File: config.mk
export PLATFORM = sky130hd
export DESIGN_NAME = irq_pending_latch
export DESIGN_NICKNAME = d
export VERILOG_FILES = /design/src/rtl/irq_pending_latch.sv
export SDC_FILE = /design/constraint.sdc
export NUM_CORES = 1
export LEC_CHECK = 0
export CAP_MARGIN = 10
export CORE_MARGIN = 8
export CORE_UTILIZATION = 35
export DETAILED_ROUTE_END_ITERATION = 10
export PLACE_DENSITY = 0.59
export SLEW_MARGIN = 20
export SYNTH_ARGS = -nofsm -noshare
export SYNTH_HDL_FRONTEND = slang
export SYNTH_SLANG_ARGS = --single-unit
export TNS_END_PERCENT = 20
File: constraint.sdc
create_clock -name clk -period 8.8 [get_ports clk]
set_clock_uncertainty 0.2 [all_clocks]
set_input_delay 2.64 -clock clk [delete_from_list [all_inputs] [get_ports clk]]
set_output_delay 2.64 -clock clk [all_outputs]
set_load 0.005 [all_outputs]
File: src/rtl/irq_pending_latch.sv
// irq_pending_latch: sticky rising-edge capture of N_REQ request lines with a
// software mask, feeding the 16-to-4 priority encoder. Pending bits clear on
// the consumer's acknowledge; edges lost on an already-pending bit are counted
// in a saturating counter.
// Optional build macro IRQ_SYNC_EN: inserts a 2-flop synchronizer on req_in
// ahead of edge detection, so event-to-encoder_in latency becomes 3 cycles
// instead of 1.
module irq_pending_latch #(
    parameter int              N_REQ    = 16,
    parameter int              IDX_W    = 4,
    parameter int              DROP_W   = 8,
    parameter logic [N_REQ-1:0] MASK_RST = {N_REQ{1'b1}}
) (
    input  logic              clk,
    input  logic              rst_n,
    input  logic [N_REQ-1:0]  req_in,
    input  logic              mask_wr,
    input  logic [N_REQ-1:0]  mask_wdata,
    input  logic              ack_valid,
    input  logic [IDX_W-1:0]  ack_idx,
    input  logic              drop_clr,
    output logic [N_REQ-1:0]  encoder_in,
    output logic              enable,
    output logic [N_REQ-1:0]  pending,
    output logic [DROP_W-1:0] drop_count
);

    // Popcount of simultaneous drops, and a sum wide enough never to overflow
    // before the saturation compare.
    localparam int CNT_W = $clog2(N_REQ + 1);
    localparam int SUM_W = ((DROP_W > CNT_W) ? DROP_W : CNT_W) + 1;
    localparam logic [DROP_W-1:0] DROP_MAX = {DROP_W{1'b1}};

    logic [N_REQ-1:0]  req_s;
    logic [N_REQ-1:0]  req_prev_q;
    logic [N_REQ-1:0]  pending_q, pending_d;
    logic [N_REQ-1:0]  mask_q, mask_d;
    logic [DROP_W-1:0] drop_count_q, drop_count_d;
    logic [N_REQ-1:0]  rise;
    logic [N_REQ-1:0]  clr;
    logic [N_REQ-1:0]  drop_ev;
    logic [CNT_W-1:0]  n_drop;
    logic [SUM_W-1:0]  drop_sum;

`ifdef IRQ_SYNC_EN
    logic [N_REQ-1:0] sync1_q, sync2_q;

    // Two-flop synchronizer bringing asynchronous request lines into clk.
    always_ff @(posedge clk or negedge rst_n) begin
        if (!rst_n) begin
            sync1_q <= '0;
            sync2_q <= '0;
        end else begin
            sync1_q <= req_in;
            sync2_q <= sync1_q;
        end
    end

    assign req_s = sync2_q;
`else
    assign req_s = req_in;
`endif

    // Edge detect: req_prev starts at 0, so a line already high when reset
    // releases counts as a fresh event.
    assign rise = req_s & ~req_prev_q;

    // Next pending, mask and drop-count values.
    // NOTE: every signal driven here gets a default before any branch so no
    // path can leave it unassigned and infer a latch.
    always_comb begin
        clr     = '0;
        n_drop  = '0;
        mask_d  = mask_q;
        for (int i = 0; i < N_REQ; i++) begin
            // Out-of-range indices match no bit and are therefore a no-op.
            clr[i] = ack_valid && (ack_idx == IDX_W'(i));
        end
        // Set wins over clear so an event coinciding with its own ack is kept.
        pending_d = rise | (pending_q & ~clr);
        drop_ev   = rise & pending_q & ~clr;
        for (int i = 0; i < N_REQ; i++) begin
            n_drop = n_drop + CNT_W'(drop_ev[i]);
        end
        drop_sum = SUM_W'(drop_count_q) + SUM_W'(n_drop);
        if (drop_clr) begin
            drop_count_d = '0;
        end else if (drop_sum > SUM_W'(DROP_MAX)) begin
            drop_count_d = DROP_MAX;
        end else begin
            drop_count_d = drop_sum[DROP_W-1:0];
        end
        if (mask_wr) begin
            mask_d = mask_wdata;
        end
    end

    // State registers; asynchronous reset discards all pending state at once.
    // NOTE: sequential state uses non-blocking assignments so every register
    // samples the pre-edge values regardless of statement order.
    always_ff @(posedge clk or negedge rst_n) begin
        if (!rst_n) begin
            req_prev_q   <= '0;
            pending_q    <= '0;
            mask_q       <= MASK_RST;
            drop_count_q <= '0;
        end else begin
            req_prev_q   <= req_s;
            pending_q    <= pending_d;
            mask_q       <= mask_d;
            drop_count_q <= drop_count_d;
        end
    end

    // Outputs are driven from registers only; no input reaches them
    // combinationally.
    assign encoder_in = pending_q & mask_q;
    assign enable     = |encoder_in;
    assign pending    = pending_q;
    assign drop_count = drop_count_q;

endmodule

# [Word-level counts from Yosys, hierarchy flattened]
# Cells that the tools add are included.
[totals] register_bits=56 in_bits=41 output_inout_bits=41
[classes] n_addsub=16 n_lt_le_gt_ge=1 eq_ne=15 mux=2 bitwise=8 n_reduce_logical=18
[ops] cell="$and 16x16->16" n=5
[ops] cell="$add 5x1->5" n=11
[ops] cell="$eq 4x4->1 const B" n=8
[ops] cell="$not 16->16" n=2
[ops] cell="$eq 4x3->1 const B" n=4
[ops] cell="$logic_and 1x1->1" n=16
[ops] cell="$mux 8" n=2
[ops] cell="$or 16x16->16" n=1
[ops] cell="$reduce_or 16->1" n=1
[ops] cell="$add 8x5->9" n=1
[ops] cell="$gt 9x8->1 const B" n=1
[ops] cell="$eq 4x2->1 const B" n=2
[ops] cell="$add 4x1->5" n=1
[ops] cell="$add 3x1->4" n=1
[ops] cell="$eq 4x1->1 const B" n=1
[ops] cell="$logic_not 4->1" n=1
[ops] cell="$add 2x1->3" n=1
[ops] cell="$add 1x1->2" n=1

# [Longest topological paths before layout]
# Gate-level depths: netlist (run 1).
[logic_depth] word_depth=23 ltp_mapped=16

# [Worst setup path after synthesis (run 1)]
# OpenSTA, ideal clock, no wires.
[synth_timing] path_kind="input -> register" startpoint="in ack_idx[0]" endpoint="reg drop_count_q[5], in the netlist drop_count[5]" setup_time_ns=0.122 arrival_time_ns=7.120 required_time_ns=8.478 slack_ns=1.357 path_stages=15 path_cell_list="or3b_2 -> o21ai_0 -> nor2_1 -> fa_1 -> inv_1 -> fa_1 -> fa_1 -> inv_1 -> fa_1 -> fa_1 -> fa_1 -> a21o_1 -> a211oi_1 -> o221a_2 -> nor3_1"
[synth_between] elab_chain_len=23 elab_cells_between_ends=53 cone_classes="16 x add/sub; 1 x order compare; 15 x eq/ne; 2 x mux; 2 x bitwise; 17 x reduce/logical"
[synth_rtl] item="from (decl)" line="20" text="input logic [IDX_W-1:0] ack_idx,"
[synth_rtl] item="$eq 4x1->1 or $logic_not 4->1 (tied branches)" line="77" text="clr[i] = ack_valid && (ack_idx == IDX_W'(i));"
[synth_rtl] item="$logic_and 1x1->1" line="77"
[synth_rtl] item="$not 16->16 (*)" line="81" text="drop_ev = rise & pending_q & ~clr;"
[synth_rtl] item="$and 16x16->16 (*)" line="81"
[synth_rtl] item="$add 1x1->2" line="83" text="n_drop = n_drop + CNT_W'(drop_ev[i]);"
[synth_rtl] item="$add 2x1->3" line="83"
[synth_rtl] item="$add 3x1->4" line="83"
[synth_rtl] item="$add 4x1->5" line="83"
[synth_rtl] item="$add 5x1->5 (10 in a row)" line="83"
[synth_rtl] item="$add 5x1->5 (*)" line="83"
[synth_rtl] item="$add 8x5->9 (*)" line="85" text="drop_sum = SUM_W'(drop_count_q) + SUM_W'(n_drop);"
[synth_rtl] item="$gt 9x8->1" line="88" text="end else if (drop_sum > SUM_W'(DROP_MAX)) begin"
[synth_rtl] item="$mux 8 (*)" line="88"
[synth_rtl] item="$mux 8 (*)" line="86" text="if (drop_clr) begin"
[synth_rtl] item="named net drop_count_d[5]" line="38" text="logic [DROP_W-1:0] drop_count_q, drop_count_d;"
[synth_rtl] item="to (signal assigned)" line="111" text="drop_count_q <= drop_count_d;"
[synth_rtl] item="to (decl)" line="38"
# Mark *: on every way through the listed nets, which the timed path passes. The rest lies on a longest branch.
# A chain may end at the register's enable or synchronous reset.

# [Worst setup path after layout (run 1)]
[layout_timing] startpoint="in ack_valid" endpoint="reg drop_count_q[5], in the netlist drop_count[5]"
[layout_between] elab_chain_len=22 elab_cells_between_ends=37 cone_classes="16 x add/sub; 1 x order compare; 2 x mux; 2 x bitwise; 16 x reduce/logical"
[layout_rtl] item="from (decl)" line="19" text="input logic ack_valid,"
[layout_rtl] item="$logic_and 1x1->1" line="77"
[layout_rtl] item="$not 16->16 (*)" line="81"
[layout_rtl] item="$and 16x16->16 (*)" line="81"
[layout_rtl] item="$add 1x1->2" line="83"
[layout_rtl] item="$add 2x1->3" line="83"
[layout_rtl] item="$add 3x1->4" line="83"
[layout_rtl] item="$add 4x1->5" line="83"
[layout_rtl] item="$add 5x1->5 (10 in a row)" line="83"
[layout_rtl] item="$add 5x1->5 (*)" line="83"
[layout_rtl] item="$add 8x5->9 (*)" line="85"
[layout_rtl] item="$gt 9x8->1" line="88"
[layout_rtl] item="$mux 8 (*)" line="88"
[layout_rtl] item="$mux 8 (*)" line="86"
[layout_rtl] item="named net drop_count_d[5]" line="38"
# Marks and branches as above.

==> metrics, run 1 <==
final hold vios 0; global router's overall resource usage 0.1283; starting density of the core 0.3591; hold buffer count at cts 0; crit-path max FO 4; vias in the first global route ~2200; Synth Instances 240; crit-path cells clkdlybuf4s50_1 -> or3b_2 -> o21ai_0 -> nor2_1 -> fa_1 -> inv_1 -> fa_1 -> fa_1 -> inv_1 -> fa_1 -> fa_1 -> fa_1 -> a21o_1 -> a211oi_1 -> o221a_2 -> nor3_1; GRT Residual Overflow 0; CP Launch Type primary input; final core occ 0.4931; Slew headroom 0.4782; top cell type's share of synthesized area 0.3645; placer congestion estimate between 0.7 and 0.8; pre-CTS setup slack around 550 ps; worst hold slack 262.2 ps; Worst Hold Class register to register; fillers between 700 and 800; TNS Setup 0 ps; CTS tree yes; Fmax between 0.1 and 0.15 GHz; asr flop ratio synth 1.000; final antenna-violating net count 0; Mapped Nets 301; Worst-Margin Slew about 780 ps; CTS Buffer Depth 2; Area Growth Syn to Fin 37.31%; Worst path slowest cell fa_1; Pwr Density 197.7 nW/um^2; # clock sinks 56; pin count of the biggest net entering global routing between 50 and 60; number of max-cap violations 0; Leak about 1.6 nW; Cell Rows 32; Routed WL per cell between 15 and 20 um; Post-synth EDFFs 0; Worst Setup SP ack_valid; later-pin clock latency in the skew report about 300 ps; critical path data arrival time slightly below 8000 ps; hold_sp req_prev_q[15]$_DFF_PN0_; Avg Inst Size Synth between 10 and 15 um^2; Data required, critical path about 8800 ps; via/cell ratio around 4.6; total number of vias between 1500 and 2000; cell mode on critical path fa_1; first-pass GRT wire length ~11000 um; Core Region between 7000 and 8000 um^2; Final min period around 8000 ps; Placed Instances ~420; Num CTS Buffers 5; Seq/Total Area, Yosys 0.5175; post-synth cell types 38; setup ws final between 800 and 900 ps; Mapped Area 2746 um^2; Post-CTS Repair Setup Buffers 0; die height approximately 100 um; cts repair resizes 0; Main synth FF type dfrtp_1; outcome completed; Synth area leader dfrtp_1; Setup violations, final 0; CP Capture Type register; number of synthesized register bits between 50 and 60; Final Max Slew Viols 0; largest cells by area after synthesis dfrtp_1 36%, dfstp_2 15%, fa_1 8.7%; Cell Count, Final, Fillers Out 430; DRT Pass-1 Iters 4; worst IR drop on VDD about 0.00012 V; RSZ-0062 raised after global routing no; CP max stage delay roughly 540 ps; Clock transition at path regs 100 ps; die width between 100 and 150 um; DRT Wirelength roughly 6700 um; initial DRC count 35; H-tree level count 2; DRC Markers 0; Final Cycle Share 0.8993; Worst R2R Start pending[10]$_DFF_PN0_; I/O pin total 82; hpwl dp 5518 um; DIE AREA about 11000 um^2; initial antenna violation count 0; critical setup path kind primary input to register; CTS root buffer clkbuf_8; PortBufs between 80 and 90; Final #Nets ~390; Ant. Diodes 0; share of cells above drive strength 1 0.1555; Ys Warns 0
==> registers in the layout, indices dropped and copies added, names as in the netlist <==
signal	cells
req_prev_q	16
pending	16
mask_q	16
drop_count	8
==> final timing paths <==
path | cells after the start | to | slack (ps)
min reg2reg | 1 | pending[15]$_DFF_PN0_ | 260
max | 16 | drop_count[5]$_DFF_PN0_ | 890
max in group asynchronous | 2 | pending[15]$_DFF_PN0_ | 5690
max reg2reg | 15 | drop_count[5]$_DFF_PN0_ | 3700
min | 1 | pending[15]$_DFF_PN0_ | 260
min in group asynchronous | 2 | pending[8]$_DFF_PN0_ | 2270
==> worst max-delay path, delay by kind of cell <==
family	cells	cell delay [ps]
and+or+nand+nor	3	650
AOI/OAI and AO/OA	4	1030
adders and majority gates	6	2950
buffers and inverters	3	630
==> power breakdown <==
group	leakage (nW)	internal [mW]	total, mW	switching [mW]
Combinational	0.929	0.147	0.299	0.152
Clock	0.0510	0.0631	0.144	0.0811
Sequential	0.612	0.287	0.302	0.0150
Total	1.59	0.497	0.745	0.248
==> Yosys cell counts, drive strengths merged (3+ instances only) <==
library cell  number
a21oi              3
and2              16
dfrtp             40
dfstp             16
fa                12
ha                 8
inv               24
mux2              16
nand2             14
nand2b            14
nand3              3
nor2              14
o21ai             26
or3                6
==> routing by layer <==
metal,share of wire,routed length [um],GRT usage,vias to the layer above
met2,0.48,3238,0.2131,48
met3,0.050,335,0.03071,7
met5,0,0,0,-
met4,0.012,81,0.03976,0
li1,-,-,-,971
met1,0.45,3045,0.1618,966
==> stage by stage <==
step / power (mW) / instance area, um^2
floorplan: 0.4820 / 2746
global placement: 0.5994 / 3679
detailed placement: 0.6080 / 3679
CTS: 0.7553 / 3771
global route: 0.8137 / 3771
finish: 0.7455 / 3771
==> area by class of cell <==
class / count / area, um^2 / share of cell area
Timing Repair Buffer: 82 / 813.3 / 0.2157
Sequential cell: 56 / 1421 / 0.3769
Tap cell: 102 / 127.6 / 0.03384
Clock buffer: 6 / 82.58 / 0.02190
Clock inverter: 2 / 10.01 / 0.002654
Inverter: 24 / 90.09 / 0.02389
Multi-Input combinational cell: 158 / 1226 / 0.3252
==> kinds of logic after synthesis <==
logic type | Yosys count | share of synthesized area
and+or+nand+nor | 80 | 0.1640
DFF | 56 | 0.5175
AOI/OAI and AO/OA | 38 | 0.07973
buffers and inverters | 26 | 0.03599
adders and majority gates | 20 | 0.1239
muxes | 17 | 0.06925
xor gates and xnor gates | 3 | 0.009569
==> cells in the final DEF, fill, tap and decap left out, types with 3 or more instances in the layout <==
cell	netlist	routed
a21oi_1	3	3
and2_1	14	14
clkbuf_8	0	6
clkdlybuf4s50_1	0	80
dfrtp_1	40	40
dfstp_2	16	16
fa_1	12	12
ha_1	8	8
inv_1	24	24
mux2_2	16	16
nand2_1	14	14
nand2b_1	14	14
nand3_1	3	3
nor2_1	14	14
o21ai_0	26	26
or3_1	5	5
No activity file was read; power rests on OpenSTA's default activity.
==> run 2: changes to the inputs <==
--- a/config.mk
+++ b/config.mk
@@ -5,7 +5,7 @@
 export SDC_FILE = /design/constraint.sdc
 export NUM_CORES = 1
 export LEC_CHECK = 0
-export CAP_MARGIN = 10
+export CAP_MARGIN = 20
 export CORE_MARGIN = 8
 export CORE_UTILIZATION = 35
 export DETAILED_ROUTE_END_ITERATION = 10
==> results of run 2 <==
The final DEF is identical to that of run 1; final timing and power are the same.
==> run 3: changes to the inputs <==
--- a/config.mk
+++ b/config.mk
@@ -6,10 +6,10 @@
 export NUM_CORES = 1
 export LEC_CHECK = 0
 export CAP_MARGIN = 20
-export CORE_MARGIN = 8
 export CORE_UTILIZATION = 35
 export DETAILED_ROUTE_END_ITERATION = 10
-export PLACE_DENSITY = 0.59
+export HOLD_SLACK_MARGIN = 0.1
+export PLACE_DENSITY = 0.62
 export SLEW_MARGIN = 20
 export SYNTH_ARGS = -nofsm -noshare
 export SYNTH_HDL_FRONTEND = slang
==> constraint.sdc (replaced) <==
create_clock -name clk -period 6.8 [get_ports clk]
set_clock_uncertainty 0.2 [all_clocks]
set_input_delay 2.04 -clock clk [delete_from_list [all_inputs] [get_ports clk]]
set_output_delay 2.04 -clock clk [all_outputs]
set_load 0.005 [all_outputs]
==> run 3 against run 2 <==
Compared with the run above:
- utilization up 3.6 points
- global-route usage up 3.6 points
- non-clock buffer count up 14
- wire length down 6.5%
- critical endpoint is now drop_count[3]$_DFF_PN0_
- largest cell class unchanged
==> metrics, run 3 (synthesized netlist as in run 1, its figures left out) <==
outcome completed; TNS Setup 0 ps (unchanged); die height 90.58 um (-13%); I/O pin total 82 (unchanged); share of cells above drive strength 1 0.2105 (+0.05504); RSZ-0062 raised after global routing no; initial DRC count 100 (+190%); DIE AREA 8205 um^2 (-25%); Final #Nets 402 (+3.6%); final hold vios 0 (unchanged); DRT Wirelength 6266 um (-6.5%); CTS root buffer clkbuf_8; Leak 1.702 nW (+6.9%); number of max-cap violations 0 (unchanged); Core Region 7408 um^2 (-3.1%); most common cell after layout, fill and taps aside clkdlybuf4s50_1; starting density of the core 0.3707 (+0.01158); placer congestion estimate 0.8397 (+7.6%); CTS tree yes; global router's overall resource usage 0.1643 (+0.03597); depth of the worst hold-timing path 1 (unchanged); Data required, critical path 6780 ps (-2010 ps); Area Growth Syn to Fin 42.69%; Routed WL per cell 14.21 um (-8.8%); CP max stage delay 530 ps (about the same); commonest non-fill, non-tap cells in the layout 75 x clkdlybuf4s50_1, 40 x dfrtp_1, 24 x inv_1, 19 x o21ai_0; via/cell ratio 4.580 (-1.1%); # clock sinks 56 (unchanged); PortBufs 81 (unchanged); worst IR drop on VDD 0.0002037 V (+67%); crit-path max FO 5 (+1); GRT Residual Overflow 0 (unchanged); Num CTS Buffers 5 (unchanged); CP Capture Type register; hold_sp req_prev_q[14]$_DFF_PN0_; Fmax approximately 0.15 GHz; Cell Count, Final, Fillers Out 441 (+2.6%); DRT Pass-1 Iters 4 (unchanged); initial antenna violation count 0 (unchanged); fillers 687 (-2.7%); first-pass GRT wire length 10560 um (-6.9%); Hold Path End pending[14]$_DFF_PN0_; critical setup path kind primary input to register; Final Max Slew Viols 0 (unchanged); Placed Instances 432 (+2.4%); critical path data arrival time 6560 ps (-1340 ps); Setup violations, final 0 (unchanged); Worst path slowest cell fa_1; Pwr Density 252.0 nW/um^2 (+27%); DRC Markers 0 (unchanged); hpwl dp 4894 um (-11%); Slew headroom 0.5160 (+0.03776); Final min period 6586 ps; total number of vias 2020 (+1.4%); CP Launch Type primary input; hold buffer count at cts 0 (unchanged); H-tree level count 2 (unchanged); die width 90.58 um (-13%); final antenna-violating net count 0 (unchanged); reg-to-reg slack, setup 1970 ps (-1730 ps); pin count of the biggest net entering global routing 57 (unchanged); CTS Buffer Depth 2 (unchanged); crit-path cells clkdlybuf4s50_1 -> inv_1 -> or3_4 -> fa_1 -> inv_1 -> fa_1 -> inv_1 -> fa_1 -> inv_1 -> fa_1 -> fa_2 -> fa_2 -> a21o_1 -> a22oi_2 -> or3_4 -> o21ai_0; CP top delay family adder cells; reg2reg path depth 15 (unchanged); later-pin clock latency in the skew report 310 ps (about the same); r2r endpoint drop_count[3]$_DFF_PN0_; Worst Hold Class register to register; vias in the first global route 2120 (-4.6%); CP Buf/Inv Count 5 (+2); Ant. Diodes 0 (unchanged); Worst R2R Start pending[10]$_DFF_PN0_; Power Total 0.9874 mW (+32%); Clock transition at path regs 90 ps (about the same); Cell Rows 31 (-3.1%); Worst-Margin Slew 723.8 ps (-56.47 ps); Final Cycle Share 0.9685
==> run 3: timing repair <==
action / in CTS / in global routing
pin swaps: 4 / 7
buffers inserted: 0 / 1
hold endpoints to repair: 0 / 0
resized for setup: 7 / 13
setup endpoints to repair: 8 / 8
==> run 3: power by group <==
part / internal [mW] / leakage (nW) / switching, mW / total, mW
logic: 0.225 / 1.05 / 0.191 / 0.416
registers: 0.372 / 0.612 / 0.0190 / 0.391
clock network: 0.0739 / 0.0424 / 0.106 / 0.180
total: 0.671 / 1.70 / 0.316 / 0.987
==> run 3: worst register-to-register path, cell delays in order (launching register included) <==
cell,delay (ps)
dfrtp_1,390
o21ai_1,90
or3_4,390
fa_1,530
inv_1,50
fa_1,500
inv_1,50
fa_1,480
inv_1,50
fa_1,500
fa_2,390
fa_2,350
a21o_1,200
a22oi_2,240
or3_4,190
o21ai_0,90
==> run 3: through the flow <==
stage,setup slack (ps),util,hold slack (ps),instance area [um^2]
floorplan,6.986,-,228.5,2746
CTS,13.25,0.5236,254.4,3879
global route,9.658,0.5290,289.6,3919
finish,214.2,0.5290,264.9,3919
global placement,-658.5,0.5092,238.2,3772
detailed placement,-793.1,0.5092,240.9,3772
==> run 3: per-layer routing <==
metal,vias to the layer above,share of wire,global-route usage
met5,-,0,0
met4,0,0.0088,0.03226
met3,6,0.048,0.03788
met2,51,0.47,0.2519
met1,961,0.48,0.2380
li1,1002,-,-
==> run 3: worst max path at each step <==
stage | from | to | slack, ps | cells after the start
after global placement | ack_valid | drop_count[5]$_DFF_PN0_ | -660 | 16
after detailed placement | ack_valid | drop_count[5]$_DFF_PN0_ | -790 | 16
after CTS | ack_valid | drop_count[5]$_DFF_PN0_ | 10 | 16
after global routing | req_in[10] | drop_count[1]$_DFF_PN0_ | 10 | 16
final | req_in[10] | drop_count[3]$_DFF_PN0_ | 210 | 16
after floorplan | ack_idx[0] | drop_count[5]$_DFF_PN0_ | 7 | 15
==> run 3: layout make-up <==
type                            instances  area (um^2)  area share
Inverter                               24        90.09     0.02299
Clock inverter                          1        8.758    0.002235
Tap cell                               99        123.9     0.03161
Sequential cell                        56         1421      0.3627
Clock buffer                            7        76.32     0.01948
Multi-Input combinational cell        158         1267      0.3234
Timing Repair Buffer                   96        930.9      0.2375
